**src/rtl/debounce_scheduler.sv**
```systemverilog
// Debounces N_BTN asynchronous buttons with a single shared stability timer.
// Each input is synchronized by two flops; a round-robin scheduler hands the
// timer to one input whose synchronized value disagrees with its debounced
// level, and a confirmed change updates the level and emits a one-cycle
// press/release pulse.
// Optional interrupt output: define DEBOUNCE_IRQ_EN to add irq_clr/irq.
module debounce_scheduler #(
   parameter int unsigned N_BTN         = 4,
   parameter int unsigned STABLE_CYCLES = 16,
   localparam int unsigned IDX_W        = $clog2(N_BTN)
) (
   input  logic             clk,
   input  logic             reset,
   input  logic [N_BTN-1:0] btn_in,
   output logic [N_BTN-1:0] btn_level,
   output logic [N_BTN-1:0] btn_press,
   output logic [N_BTN-1:0] btn_release,
   output logic             busy,
   output logic [IDX_W-1:0] active_idx
`ifdef DEBOUNCE_IRQ_EN
   ,
   input  logic             irq_clr,
   output logic             irq
`endif
);

   localparam int unsigned CNT_W = $clog2(STABLE_CYCLES + 1);
   // cnt + 1 == STABLE_CYCLES is checked as cnt == STABLE_CYCLES - 1 to avoid overflow
   localparam logic [CNT_W-1:0] CntLast = CNT_W'(STABLE_CYCLES - 1);
   localparam logic [IDX_W-1:0] IdxLast = IDX_W'(N_BTN - 1);

   typedef enum logic {StScan, StCount} state_t;

   state_t           state_q;
   logic [N_BTN-1:0] sync1_q;
   logic [N_BTN-1:0] sync2_q;
   logic [CNT_W-1:0] cnt_q;
   logic [IDX_W-1:0] rr_ptr_q;

   logic [N_BTN-1:0] diff;
   logic             grant_valid;
   logic [IDX_W-1:0] grant_idx;
   logic [IDX_W-1:0] cand;
   logic [IDX_W-1:0] rr_next;
   logic             sample_differs;
   logic             commit;

   assign diff           = sync2_q ^ btn_level;
   assign sample_differs = sync2_q[active_idx] ^ btn_level[active_idx];
   assign commit         = (state_q == StCount) && sample_differs && (cnt_q == CntLast);
   assign rr_next        = (active_idx == IdxLast) ? '0 : active_idx + IDX_W'(1);

   // Two-flop synchronizer per button.
   always_ff @(posedge clk or posedge reset) begin
      if (reset) begin
         sync1_q <= '0;
         sync2_q <= '0;
      end else begin
         sync1_q <= btn_in;
         sync2_q <= sync1_q;
      end
   end

   // Round-robin search: first differing input at or after rr_ptr, wrapping explicitly.
   always_comb begin
      grant_valid = 1'b0;
      grant_idx   = '0;
      cand        = rr_ptr_q;
      for (int k = 0; k < int'(N_BTN); k++) begin
         if (!grant_valid && diff[cand]) begin
            grant_valid = 1'b1;
            grant_idx   = cand;
         end
         cand = (cand == IdxLast) ? '0 : cand + IDX_W'(1);
      end
   end

   // Scheduler FSM: grant the timer, count stable samples, commit or abort.
   always_ff @(posedge clk or posedge reset) begin
      if (reset) begin
         state_q     <= StScan;
         btn_level   <= '0;
         btn_press   <= '0;
         btn_release <= '0;
         busy        <= 1'b0;
         active_idx  <= '0;
         cnt_q       <= '0;
         rr_ptr_q    <= '0;
      end else begin
         btn_press   <= '0;
         btn_release <= '0;
         unique case (state_q)
            StScan: begin
               if (grant_valid) begin
                  active_idx <= grant_idx;
                  cnt_q      <= CNT_W'(1);
                  busy       <= 1'b1;
                  state_q    <= StCount;
               end
            end
            StCount: begin
               if (!sample_differs) begin
                  // Bounce: give up ownership, nothing committed.
                  rr_ptr_q <= rr_next;
                  busy     <= 1'b0;
                  state_q  <= StScan;
               end else if (commit) begin
                  btn_level[active_idx] <= ~btn_level[active_idx];
                  if (btn_level[active_idx]) begin
                     btn_release[active_idx] <= 1'b1;
                  end else begin
                     btn_press[active_idx] <= 1'b1;
                  end
                  rr_ptr_q <= rr_next;
                  busy     <= 1'b0;
                  state_q  <= StScan;
               end else begin
                  cnt_q <= cnt_q + CNT_W'(1);
               end
            end
            default: state_q <= StScan;
         endcase
      end
   end

`ifdef DEBOUNCE_IRQ_EN
   // Sticky interrupt; a commit wins over a simultaneous clear.
   always_ff @(posedge clk or posedge reset) begin
      if (reset) begin
         irq <= 1'b0;
      end else if (commit) begin
         irq <= 1'b1;
      end else if (irq_clr) begin
         irq <= 1'b0;
      end
   end
`endif

endmodule

```
**config.mk**
```make
export PLATFORM = sky130hd
export DESIGN_NAME = debounce_scheduler
export DESIGN_NICKNAME = d
export VERILOG_FILES = /design/src/rtl/debounce_scheduler.sv
export SDC_FILE = /design/constraint.sdc
export NUM_CORES = 1
export LEC_CHECK = 0
export BUFFER_PORTS_ARGS = -buffer_cell sky130_fd_sc_hd__buf_4
export CAP_MARGIN = 10
export CORE_MARGIN = 2
export CORE_UTILIZATION = 51
export CTS_CLUSTER_SIZE = 24
export DETAILED_ROUTE_END_ITERATION = 12
export GPL_TIMING_DRIVEN = 0
export HOLD_SLACK_MARGIN = 0.06
export PLACE_DENSITY = 0.79
export REMOVE_ABC_BUFFERS = 1
export SETUP_SLACK_MARGIN = 0.02
export SYNTH_ARGS = -nofsm -noshare
export SYNTH_HDL_FRONTEND = slang
export SYNTH_SLANG_ARGS = --single-unit
```
**constraint.sdc**
```tcl
create_clock -name clk -period 2 [get_ports clk]
set_clock_uncertainty 0.2 [all_clocks]
set_input_delay 0.2 -clock clk [delete_from_list [all_inputs] [get_ports clk]]
set_output_delay 0.2 -clock clk [all_outputs]
set_load 0.01 [all_outputs]
```
# After elaboration in Yosys (flattened, before gate mapping)
# Index checks and enable logic that the tools add are counted.
# totals
wordCells	98
register_bits	31
out_inout_bits	15
# classes
order_cmp	6
n_reduce_logical	14
n_bitwise	4
eq_ne	10
mux	49
addsub	5
# op_table
cell	n
$mux W4	8
$mux W2	10
$mux W1	17
$lt A2 B3 Y1 const B	5
$mux W5	3
$bmux W1 S2	6
$pmux W5 S2	1
$add A2 B1 Y2 const B	4
$eq A2 B2 Y1 const B	4
$logic_and A1 B1 Y1	6
$reduce_and A2 Y1	3
$reduce_and A3 Y1	2
$add A5 B1 Y5 const B	1
$eq A5 B4 Y1 const B	1
$bwmux W4	1
$ne A2 B1 Y1 const B	2
$ne A2 B2 Y1 const B	2
$pmux W1 S2	2
$xor A4 B4 Y4	1
$logic_not A1 Y1	3
$ne A3 B2 Y1 const B	1
$demux W1 S2	1
$ge A2 B1 Y1 const B	1
$not A1 Y1	2
$xor A1 B1 Y1	1

# Logic depth before layout (Yosys ltp)
# logic_depth
ltp_word	15
depth_mapped	8
ltp_nobuf	8

# Worst setup path after synthesis
# OpenSTA, ideal clock, no wires.
# synth_timing
path_kind	reg2reg
start	reg active_idx[0]
end	reg cnt_q[2]
n_path_buf	0
required_time_ns	1.679
arrival_time_ns	1.916
setup_time_ns	0.121
stages_incl_launch_ff	7
path_slack_ns	-0.237
cell_sequence	dfrtp_1 mux4_1 xnor2_4 nor2_2 nand2_1 xnor2_1 a22o_1
# synth_between
elab_chain_cells	7
elab_cells_between_ends	10
# synth_rtl
item	line_no	rtl
start: declaration	19	output logic [IDX_W-1:0] active_idx
start signal: assignment	95	active_idx <= grant_idx;
$bmux W1 S2	49	assign sample_differs = sync2_q[active_idx] ^ btn_level[active_idx];
$mux W1 (not written as such)	49	
$xor A1 B1 Y1 *	49	
$logic_and A1 B1 Y1 (2 in a row)	50	assign commit = (state_q == StCount) && sample_differs && (cnt_q == CntLast);
$ne A2 B2 Y1 (no source line)	-	
$reduce_and A3 Y1 (no source line) *	-	
end signal: assignment	118	cnt_q <= cnt_q + CNT_W'(1);
end: declaration	37	logic [CNT_W-1:0] cnt_q;
# Mark *: on every way between the ends. The rest lies on a longest branch, timed or not. The select of a mux whose other input is x is not followed.
# A chain may end at the register's enable or synchronous reset.

# Final worst setup path
# layout_timing
start	reg rr_ptr_q[1]
end	reg cnt_q[4]
# layout_between
elab_chain_cells	14
elab_cells_between_ends	29
# layout_rtl
item	line_no	rtl
start: declaration	38	logic [IDX_W-1:0] rr_ptr_q;
start signal: assignment	104	rr_ptr_q <= rr_next;
start signal: assignment	114	rr_ptr_q <= rr_next;
parallel branches: the longest is 11 deep, another holds $add A2 B1 Y2	-	
$mux W1 *	70	if (!grant_valid && diff[cand]) begin
$ne A2 B2 Y1 (no source line) *	-	
$reduce_and A3 Y1 (no source line) *	-	
# Mark *: on every way between the ends. The select of a mux whose other input is x is not followed.

==> results.py <==
metrics = {
    "timing": {
        "timing.fmax_mhz": 457.0,
        "finalSetupTns_ns": -2.494,
        "fin_crit_sh": 1.094,
        "period_needed_ns": 2.188,
        "final_hold_viol_count": 0,
        "max_slew_margin": 0.7103,
        "rsz0062_at_grt": "true",
        "layout_setup_ws_ns": -0.1882,
        "drv_slew": 0,
        "tightest_slew_ns": 0.4305,
        "setup_viol": 22,
    },
    "critical_path": {
        "slowest_delay_ns": 0.45,
        "start_kind": "flip-flop",
        "cp.required_ns": 2.02,
        "cp_num_cells": 7,
        "end_kind": "flip-flop",
        "cp_slowest_cell": "dfrtp_2",
        "cp_max_fo": 8,
        "reg2regPathDepth": 7,
        "critPathArrivalTime_ns": 2.21,
        "crit_chain": "ha_4, nor2_4, nor2_2, o211a_1, o31a_4, and2_4, a22o_1",
        "crit_family": "compound AO/OA/AOI/OAI gates",
        "critPathBufInv": 0,
        "path_class": "reg2reg",
    },
    "placement": {
        "io_buffers": 20,
        "pre_cts_slack_ns": -0.5605,
        "dp_hpwl_um": 2430,
        "dp.cells": 207,
        "gp_congestion": 0.9120,
    },
    "run": {
        "drv_cap": 0,
    },
    "layout": {
        "finish.cell_count_without_fillers": 241,
        "area_growth_pct": 44.69,
        "nets": 209,
        "num_antenna_cells": 0,
        "layout-drive-gt1-share": 0.5076,
    },
    "routing": {
        "drt_iter0_drc": 97,
        "drc_errors": 0,
        "vias": 1401,
        "dr_wl_met2_um": 2664,
        "firstDrtPassIters": 4,
        "routed.top_layer": "met4",
        "wl_met3_um": 240,
        "routed_via_density": 5.813,
        "drt-total-wl_um": 4634,
        "met1Wirelength_um": 1599,
        "final_antenna_net_count": 0,
        "wl_per_cell_um": 19.23,
    },
    "power_and_ir_drop": {
        "leakage_nw": 1.131,
        "finalPower_mw": 3.101,
        "vdd_drop_max_mv": 0.7390,
        "power_density_nw_per_um2": 1300,
    },
    "floorplanning": {
        "top_level_ports": 21,
        "die_w_um": 60.87,
        "die-height_um": 60.87,
        "start_util": 0.5402,
        "coreArea_um2": 3053,
        "num_rows": 20,
        "die_area_um2": 3705,
    },
    "yosys": {
        "synth.distinct_cells": 47,
        "synth_edf_count": 0,
        "synth_area_per_cell_um2": 11.22,
        "yosys_warnings": 0,
        "ys_ff_latch": 31,
        "syn_area_um2": 1649,
        "synthArstFlopShare": 1.000,
        "synth_ff_type": "dfrtp_1",
        "synthCells": 147,
        "ys_seq_area_frac": 0.4704,
    },
    "hold_path": {
        "hold_class": "reg2reg",
        "min_path_cells": 0,
    },
    "global_route": {
        "grt_pass1_wl_um": 6541,
        "antenna_found_initial": 0,
        "grt_max_degree": 32,
        "overflow": 0,
        "grtUsageTotal": 0.2524,
        "grt_pass1_vias": 1369,
    },
    "clock_network": {
        "clockBufferDepth": 2,
        "clock-root-buffer": "clkbuf_4",
        "cts_buffers": 5,
        "cts_sinks": 31,
        "h-tree-depth": 2,
        "cts_tree": "built",
        "path_clk_slew_ns": 0.11,
        "clk_latency_ns": 0.34,
    },
    "outcome": {
        "violations": "negative setup slack",
        "status": "complete, but fails checks",
    },
}
[logic make-up after synthesis]
group,count (synthesis),share of synthesized area
simple gates,50,0.1563
compound gates,35,0.1639
flops,31,0.4704
xor+xnor,10,0.07815
buf+inv,10,0.02806
fa+ha+maj,7,0.05311
mux,4,0.05008
[worst reg2reg max path: cells and delay by family, from the launching register on]
family / cells / cell delay, ns
adders and majority gates: 1 / 0.18
and+or+nand+nor: 3 / 0.47
DFF: 1 / 0.45
AOI/OAI and AO/OA: 3 / 0.78
[routing by layer]
layer | global-route usage | up-vias
li1 | - | 623
met1 | 0.2909 | 696
met2 | 0.4409 | 67
met3 | 0.06823 | 15
met4 | 0.1087 | 0
met5 | 0 | -
[timing repair]
item | CTS | global route
hold endpoints to repair | 35 | 0
endpoints found under the setup margin | 23 | 23
pin swaps | 16 | 16
hold buffers | 5 | 0
resized for setup | 41 | 16
setup buffers | 13 | 7
[placed cells by master, fill, tap and decap left out, types with 3 or more instances in the layout]
cell,n
a21o_1,5
and3_1,4
buf_4,39
clkbuf_4,5
dfrtp_1,20
dfrtp_2,11
dlygate4sd3_1,5
ha_1,5
inv_1,6
mux4_2,3
nand2_1,8
nand2_4,3
nor2_1,12
nor2_2,3
nor2_4,8
o21ai_0,4
xnor2_2,3
xor2_4,3
[report_power, final]
group / switching [mW] / leakage, nW / internal (mW) / total [mW]
clock: 0.223 / 0.0482 / 0.295 / 0.519
sequential: 0.151 / 0.381 / 0.743 / 0.894
combinational: 0.881 / 0.702 / 0.808 / 1.69
total: 1.26 / 1.13 / 1.85 / 3.10
[synth_stat cells, types with 2 or more instances]
master,count,area [um2]
and3_1,5,31.28
a211oi_1,2,15.01
a2111oi_0,2,17.52
a31oi_1,2,12.51
o21ai_0,5,25.02
nor2_1,20,75.07
a22o_1,2,17.52
nor2_2,2,12.51
dfrtp_1,31,775.7
inv_1,6,22.52
xor2_1,2,17.52
xnor2_1,4,35.03
a21oi_1,2,10.01
o211ai_1,2,15.01
nor4_1,2,12.51
mux4_2,2,45.04
nand2_1,12,45.04
a21o_1,5,37.54
o21a_1,2,15.01
ha_1,7,87.58
nand4_1,2,12.51
xor2_2,3,48.80
[path summary, 6_finish.rpt]
path | end | slack (ns) | from
max | cnt_q[4] | -0.19 | rr_ptr_q[1]
min | sync2_q[3] | 0.16 | sync1_q[3]
max reg2reg | cnt_q[4] | -0.19 | rr_ptr_q[1]
min reg2reg | sync2_q[3] | 0.16 | sync1_q[3]
max in group asynchronous | sync2_q[2] | 0.93 | reset
min in group asynchronous | btn_press[0] | 0.20 | reset
[area by class of cell]
| cell class | instances | area, um2 |
|---|---|---|
| multi-input cells | 106 | 1042 |
| flip-flops and latches | 31 | 789.5 |
| fillers | 191 | 666.9 |
| repair buffers | 46 | 390.4 |
| well taps | 44 | 55.05 |
| clock buffers | 6 | 51.30 |
| clock inverters | 2 | 35.03 |
| inverters | 6 | 22.52 |
[sequential cells by signal, indices dropped and copies added, names as in the netlist]
name and flops:
cnt_q 5, btn_level 4, btn_press 4, btn_release 4, sync1_q 4, sync2_q 4
active_idx 2, rr_ptr_q 2, busy 1, state_q 1
[through the flow]
step           hold WS (ns)  cell area, um2    util
2_1_floorplan       0.03143            1625       -
3_3_place_gp         0.1104            1831  0.5996
3_5_place_dp         0.1105            1831  0.5996
4_1_cts              0.1583            2220  0.7270
5_1_grt              0.1651            2386  0.7816
6_report             0.1561            2386  0.7816
No activity file was read; power rests on OpenSTA's default activity.
